### config.mk
export PLATFORM = sky130hd
export DESIGN_NAME = bus_arbiter_flat
export DESIGN_NICKNAME = d
export VERILOG_FILES = /design/src/rtl/bus_arbiter_if.sv /design/src/rtl/bus_arbiter.sv /design/src/flat_wrapper.sv
export SDC_FILE = /design/constraint.sdc
export NUM_CORES = 1
export LEC_CHECK = 0
export BUFFER_PORTS_ARGS = -buffer_cell sky130_fd_sc_hd__buf_4
export CAP_MARGIN = 20
export CORE_AREA = 2 2 63 65
export CTS_CLUSTER_SIZE = 24
export DETAILED_ROUTE_END_ITERATION = 10
export DIE_AREA = 0 0 65 67
export GPL_TIMING_DRIVEN = 0
export PLACE_DENSITY = 0.67
export SYNTH_ARGS = -nofsm -noshare
export SYNTH_HDL_FRONTEND = slang
export SYNTH_SLANG_ARGS = --single-unit
export TNS_END_PERCENT = 30
### constraint.sdc
create_clock -name i_clock -period 4.1 [get_ports i_clock]
set_clock_uncertainty 0.15 [all_clocks]
set_input_delay 0.615 -clock i_clock [delete_from_list [all_inputs] [get_ports i_clock]]
set_output_delay 0.615 -clock i_clock [all_outputs]
set_load 0.01 [all_outputs]
### src/rtl/bus_arbiter_if.sv
// Shared-bus arbitration interface: per-master request/grant pairs, the
// shared transaction strobes the arbiter observes, and its status outputs.
interface bus_arbiter_if #(
    parameter int NUM_MASTERS = 4
);
    localparam int ID_W = (NUM_MASTERS > 1) ? $clog2(NUM_MASTERS) : 1;

    logic [NUM_MASTERS-1:0] request;
    logic                   begin_transactionIN;
    logic                   end_transactionIN;
    logic                   errorIN;
    logic [NUM_MASTERS-1:0] granted;
    logic [ID_W-1:0]        owner_id;
    logic                   bus_owned;
    logic                   timeout_error;
    logic [ID_W-1:0]        timeout_id;

    // Bus-master side: raises requests and drives the shared strobes.
    modport master (
        output request, begin_transactionIN, end_transactionIN, errorIN,
        input  granted, owner_id, bus_owned, timeout_error, timeout_id
    );

    // Arbiter side.
    modport slave (
        input  request, begin_transactionIN, end_transactionIN, errorIN,
        output granted, owner_id, bus_owned, timeout_error, timeout_id
    );
endinterface

### src/rtl/bus_arbiter.sv
// Round-robin bus arbiter with grant and busy timeouts.
//
// state     | meaning
// ----------+---------------------------------------------------------
// S_IDLE    | no owner, arbitrating every cycle
// S_GRANT   | owner granted, waiting for begin_transaction
// S_BUSY    | transaction in flight, waiting for end/error
// S_RELEASE | one-cycle bus turnaround (granted=0), arbitrating
module bus_arbiter #(
    parameter int NUM_MASTERS   = 4,
    parameter int GRANT_TIMEOUT = 16,
    parameter int BUSY_TIMEOUT  = 1024
) (
    input  logic          i_clock,
    input  logic          i_reset,
    bus_arbiter_if.slave  bus
);
    localparam int ID_W  = (NUM_MASTERS > 1) ? $clog2(NUM_MASTERS) : 1;
    localparam int MAX_T = (GRANT_TIMEOUT > BUSY_TIMEOUT) ? GRANT_TIMEOUT : BUSY_TIMEOUT;
    localparam int CNT_W = (MAX_T > 1) ? $clog2(MAX_T) : 1;

    localparam logic [CNT_W-1:0] GT_LAST = CNT_W'(GRANT_TIMEOUT - 1);
    localparam logic [CNT_W-1:0] BT_LAST = CNT_W'(BUSY_TIMEOUT - 1);

    typedef enum logic [1:0] {
        S_IDLE    = 2'd0,
        S_GRANT   = 2'd1,
        S_BUSY    = 2'd2,
        S_RELEASE = 2'd3
    } state_t;

    state_t                 r_state;
    logic [NUM_MASTERS-1:0] r_granted;
    logic [ID_W-1:0]        r_owner_id;
    logic                   r_bus_owned;
    logic                   r_timeout_error;
    logic [ID_W-1:0]        r_timeout_id;
    logic [ID_W-1:0]        r_rr_ptr;
    logic [CNT_W-1:0]       r_cnt;

    logic [2*NUM_MASTERS-1:0] w_req2;
    logic [NUM_MASTERS-1:0]   w_rot;
    logic [ID_W-1:0]          w_off;
    logic [ID_W:0]            w_sum;
    logic                     w_found;
    logic [ID_W-1:0]          w_winner;
    logic [NUM_MASTERS-1:0]   w_onehot;
    logic [ID_W-1:0]          w_next_ptr;
    logic                     w_leave;
    logic                     w_tmo;
    logic                     w_to_busy;

    // Requests rotated so bit 0 is the master at rr_ptr; lowest set bit wins.
    always_comb begin
        w_req2  = {bus.request, bus.request};
        w_rot   = NUM_MASTERS'(w_req2 >> r_rr_ptr);
        w_found = 1'b0;
        w_off   = '0;
        for (int k = NUM_MASTERS - 1; k >= 0; k--) begin
            if (w_rot[k]) begin
                w_found = 1'b1;
                w_off   = ID_W'(k);
            end
        end
        w_sum    = {1'b0, r_rr_ptr} + {1'b0, w_off};
        w_winner = (w_sum >= (ID_W+1)'(NUM_MASTERS)) ?
                   ID_W'(w_sum - (ID_W+1)'(NUM_MASTERS)) : w_sum[ID_W-1:0];
        w_onehot = NUM_MASTERS'(1) << w_winner;
        w_next_ptr = (r_owner_id == ID_W'(NUM_MASTERS - 1)) ? '0 : r_owner_id + ID_W'(1);
    end

    // Exit decisions for GRANT/BUSY; begin beats a same-cycle request drop or timeout.
    always_comb begin
        w_leave   = 1'b0;
        w_tmo     = 1'b0;
        w_to_busy = 1'b0;
        case (r_state)
            S_GRANT: begin
                if (bus.begin_transactionIN && bus.end_transactionIN) begin
                    w_leave = 1'b1;
                end else if (bus.begin_transactionIN) begin
                    w_to_busy = 1'b1;
                end else if (!bus.request[r_owner_id]) begin
                    w_leave = 1'b1;
                end else if (r_cnt == GT_LAST) begin
                    w_leave = 1'b1;
                    w_tmo   = 1'b1;
                end
            end
            S_BUSY: begin
                if (bus.end_transactionIN || bus.errorIN) begin
                    w_leave = 1'b1;
                end else if (r_cnt == BT_LAST) begin
                    w_leave = 1'b1;
                    w_tmo   = 1'b1;
                end
            end
            default: ;
        endcase
    end

    // Arbiter FSM with registered grant/status outputs.
    always_ff @(posedge i_clock) begin
        if (i_reset) begin
            r_state         <= S_IDLE;
            r_granted       <= '0;
            r_owner_id      <= '0;
            r_bus_owned     <= 1'b0;
            r_timeout_error <= 1'b0;
            r_timeout_id    <= '0;
            r_rr_ptr        <= '0;
            r_cnt           <= '0;
        end else begin
            r_timeout_error <= w_tmo;
            if (w_tmo) begin
                r_timeout_id <= r_owner_id;
            end
            case (r_state)
                S_IDLE, S_RELEASE: begin
                    r_cnt <= '0;
                    if (w_found) begin
                        r_state     <= S_GRANT;
                        r_granted   <= w_onehot;
                        r_owner_id  <= w_winner;
                        r_bus_owned <= 1'b1;
                    end else begin
                        r_state     <= S_IDLE;
                        r_granted   <= '0;
                        r_bus_owned <= 1'b0;
                    end
                end
                S_GRANT, S_BUSY: begin
                    if (w_leave) begin
                        r_state     <= S_RELEASE;
                        r_granted   <= '0;
                        r_bus_owned <= 1'b0;
                        r_cnt       <= '0;
                        r_rr_ptr    <= w_next_ptr;
                    end else if (w_to_busy) begin
                        r_state <= S_BUSY;
                        r_cnt   <= '0;
                    end else begin
                        r_cnt <= r_cnt + CNT_W'(1);
                    end
                end
                default: r_state <= S_IDLE;
            endcase
        end
    end

    assign bus.granted       = r_granted;
    assign bus.owner_id      = r_owner_id;
    assign bus.bus_owned     = r_bus_owned;
    assign bus.timeout_error = r_timeout_error;
    assign bus.timeout_id    = r_timeout_id;
endmodule

### src/flat_wrapper.sv
// flat-port wrapper written by rule: the top's interface ports become plain ports
module bus_arbiter_flat 
#(
    parameter int NUM_MASTERS   = 4,
    parameter int GRANT_TIMEOUT = 16,
    parameter int BUSY_TIMEOUT  = 1024
)
  (i_clock, i_reset, bus_request, bus_begin_transactionIN, bus_end_transactionIN, bus_errorIN, bus_granted, bus_owner_id, bus_bus_owned, bus_timeout_error, bus_timeout_id);
  bus_arbiter_if #(.NUM_MASTERS(NUM_MASTERS)) bus_i ();
  input  logic i_clock;
  input  logic i_reset;
  input wire logic [$bits(bus_i.request)-1:0] bus_request;
  input wire logic [$bits(bus_i.begin_transactionIN)-1:0] bus_begin_transactionIN;
  input wire logic [$bits(bus_i.end_transactionIN)-1:0] bus_end_transactionIN;
  input wire logic [$bits(bus_i.errorIN)-1:0] bus_errorIN;
  output wire logic [$bits(bus_i.granted)-1:0] bus_granted;
  output wire logic [$bits(bus_i.owner_id)-1:0] bus_owner_id;
  output wire logic [$bits(bus_i.bus_owned)-1:0] bus_bus_owned;
  output wire logic [$bits(bus_i.timeout_error)-1:0] bus_timeout_error;
  output wire logic [$bits(bus_i.timeout_id)-1:0] bus_timeout_id;
  assign bus_i.request = bus_request;
  assign bus_i.begin_transactionIN = bus_begin_transactionIN;
  assign bus_i.end_transactionIN = bus_end_transactionIN;
  assign bus_i.errorIN = bus_errorIN;
  assign bus_granted = bus_i.granted;
  assign bus_owner_id = bus_i.owner_id;
  assign bus_bus_owned = bus_i.bus_owned;
  assign bus_timeout_error = bus_i.timeout_error;
  assign bus_timeout_id = bus_i.timeout_id;
  bus_arbiter #(.NUM_MASTERS(NUM_MASTERS), .GRANT_TIMEOUT(GRANT_TIMEOUT), .BUSY_TIMEOUT(BUSY_TIMEOUT)) u_core (.i_clock(i_clock), .i_reset(i_reset), .bus(bus_i));
endmodule
==> results.yml <==
die:
  rows: 22
  core_area_mm2: 0.00361
  die_w_um: 65
  ios: 19
  die-area_mm2: 0.00436
  initial_utilization_pct: 38.9
  die_h_um: 67
synth:
  syn_avg_cell_area_um2: 7.96
  synth_edf_count: 0
  yosysUniqueCellTypes: 41
  synth-seq-cells: 24
  yosys_warnings: 0
  async_flop_share_pct: 0
  synth.area.top_cells: "dfxtp_1 (34%), nor2_1 (7.8%), nand3_1 (5.7%), ha_1 (4.5%), xnor2_1 (4.4%)"
  yosysMostFrequentCell: "nor2_1"
  synth_seq_area_share_pct: 34.3
  syn_area_mm2: 0.00140
  synth_nets: 190
  synth_top_area_share_pct: 34.3
  yosysTopAreaCell: "dfxtp_1"
  ys_top_cells_by_count: "nor2_1 (29), dfxtp_1 (24), nand3_1 (16)"
  synth_cells: 176
  synthFlopType: "dfxtp_1"
cells_and_area:
  design_area_mm2: 0.00166
  utilization_pct: 46.0
  syn2layout_area_growth_pct: 18.5
  nNetsFinal: 212
  drive_above_1_share_pct: 13.2
  num_antenna_cells: 0
timing:
  max_slew.worst_pin.slew_ns: 0.768
  finalSetupViolCount: 0
  min_period_over_period_pct: 62.4
  setup_ws_ns: 1.54
  max_freq_ghz: 0.391
  tns_ns: 0
  slew_headroom_pct: 48.1
  hold_viol_final: 0
  rsz0062_at_grt: "false"
  slew_violations: 0
  fin_crit_ns: 2.56
pwr:
  leakage_nw: 0.625
  power.density_mw_per_mm2: 507
  switching_share_pct: 35.4
  p_int_uw: 543
  peakVddDrop_mv: 0.189
  comb_power_share_pct: 38.2
  switchingPower_uw: 298
  p_seq_share_pct: 36.5
  p_total_uw: 841
  clockPowerShare_pct: 25.3
worst_setup_path:
  endpoint_kind: "register"
  cp_num_buf_inv: 2
  crit_family: "simple AND/OR/NAND/NOR gates"
  required_ns: 4.17
  critPathKind: "primary input to register"
  slowest_stage: "or4_1"
  r2r_slack_ns: 1.71
  crit_fanout: 10
  start_kind: "primary input"
  max_stage_delay_ns: 0.55
  crit_chain: "buf_4 > clkbuf_1 > or4_1 > o221ai_1 > ha_1 > or3_1 > nor2_1 > o21ai_0 > nand3_1"
  worstPathArrival_ns: 2.63
clock_tree:
  postCtsHoldBufs: 0
  clkTransAtPathRegs_ns: 0.09
  postCtsSetupBuffers: 0
  htreeDepth: 1
  clock_sinks: 24
  cts_resized: 0
  numCtsBuffers: 3
  root_buffer: "clkbuf_8"
  cts_tree: "yes"
  clk_latency_ns: 0.27
  clock_path_buffers: 2
route:
  drt-initial-drc-count: 55
  vias: 1306
  vias_per_cell: 5.33
  drtAntennaViolNets: 0
  wl_per_cell_um: 12.5
  first_pass_iters: 4
  route.detailed.drc: 0
  wirelength_mm: 3.06
placement:
  place_ws_ns: 1.27
  place.gp.congestion: 0.829
  port-buffer-count: 17
  hpwl_mm: 2.30
  placed_area_mm2: 0.00159
grt:
  grt_pass1_wl_mm: 5.30
  grt_max_degree: 15
  track_usage_pct: 15.4
  overflow: 0
  antenna_found_initial: 0
  grt_pass1_vias: 1235
flow_run:
  cap_violations: 0
worst_hold_path:
  hold_path.class: "register to register"
outcome:
  status: "completed"
## cell type report
type                       count  area (µm²)
tap                           48        60.1
inverter                       7        26.3
buffer                         9        41.3
multi-input combinational    136         853
clock buffer                   3        41.3
sequential                    24         480
fill                         381        1950
timing repair buffer          17         128
clock inverter                 1        30.0
## power by group through the flow
| stage | sequential [mW] | clock [mW] | combinational, mW |
|---|---|---|---|
| after floorplan | 0.317 | 0 | 0.219 |
| after global placement | 0.313 | 0 | 0.319 |
| after detailed placement | 0.313 | 0 | 0.322 |
| after CTS | 0.308 | 0.214 | 0.323 |
| after global routing | 0.311 | 0.226 | 0.365 |
| final | 0.307 | 0.213 | 0.321 |
## worst paths after layout
check | from | to | cells after the start
max | bus_request[2] | u_core.bus.granted[2]$_SDFFE_PP0P_ | 9
max reg2reg | u_core.r_rr_ptr[0]$_SDFFE_PP0P_ | u_core.bus.granted[2]$_SDFFE_PP0P_ | 8
min reg2reg | u_core.r_cnt[0]$_SDFF_PP0_ | u_core.r_cnt[0]$_SDFF_PP0_ | 1
min | u_core.r_cnt[0]$_SDFF_PP0_ | u_core.r_cnt[0]$_SDFF_PP0_ | 1
## metal layers
metal | vias up | track usage [%] | share of wire (%)
li1 | 680 | - | -
met1 | 612 | 18.2 | 47
met2 | 12 | 28.2 | 50
met3 | 2 | 3.21 | 2.6
met4 | 0 | 3.99 | 0.26
met5 | - | 0 | 0
## kinds of logic (layout without fill, tap and decap cells)
family / count (synthesis) / after routing / synth area share (%)
adder cells (fa/ha/maj): 5 / 5 / 4.46
AO/OA/AOI/OAI: 32 / 32 / 16.5
multiplexers: 6 / 6 / 4.38
AND/OR/NAND/NOR: 83 / 83 / 29.3
XOR/XNOR: 10 / 10 / 6.25
flip-flops: 24 / 24 / 34.3
buffers and inverters: 16 / 37 / 4.82
## placed cells by master (no fill, tap or decap), drive strengths merged, types with 2 or more instances in the layout
cell type and count:
a21o 3, a21oi 5, buf 18, clkbuf 11, dfxtp 24, ha 5, inv 7, mux2i 5
nand2 10, nand2b 4, nand3 16, nand3b 2, nand4 8, nor2 29, nor3 5, nor4 2
o2111ai 2, o211ai 2, o21ai 7, or4 3, xnor2 7, xor2 3
## state kept, by name, indices dropped and copies added (netlist names)
signal	count
u_core.bus.bus_owned	1
u_core.bus.granted	4
u_core.bus.owner_id	2
u_core.bus.timeout_error	1
u_core.bus.timeout_id	2
u_core.r_cnt	10
u_core.r_rr_ptr	2
u_core.r_state	2
## stage by stage
stage	cells	hold slack [ns]
after floorplan	176	0.280
after global placement	241	0.297
after detailed placement	241	0.310
after CTS	245	0.330
after global routing	245	0.367
final	245	0.329
(Power assumes the default switching activity.)
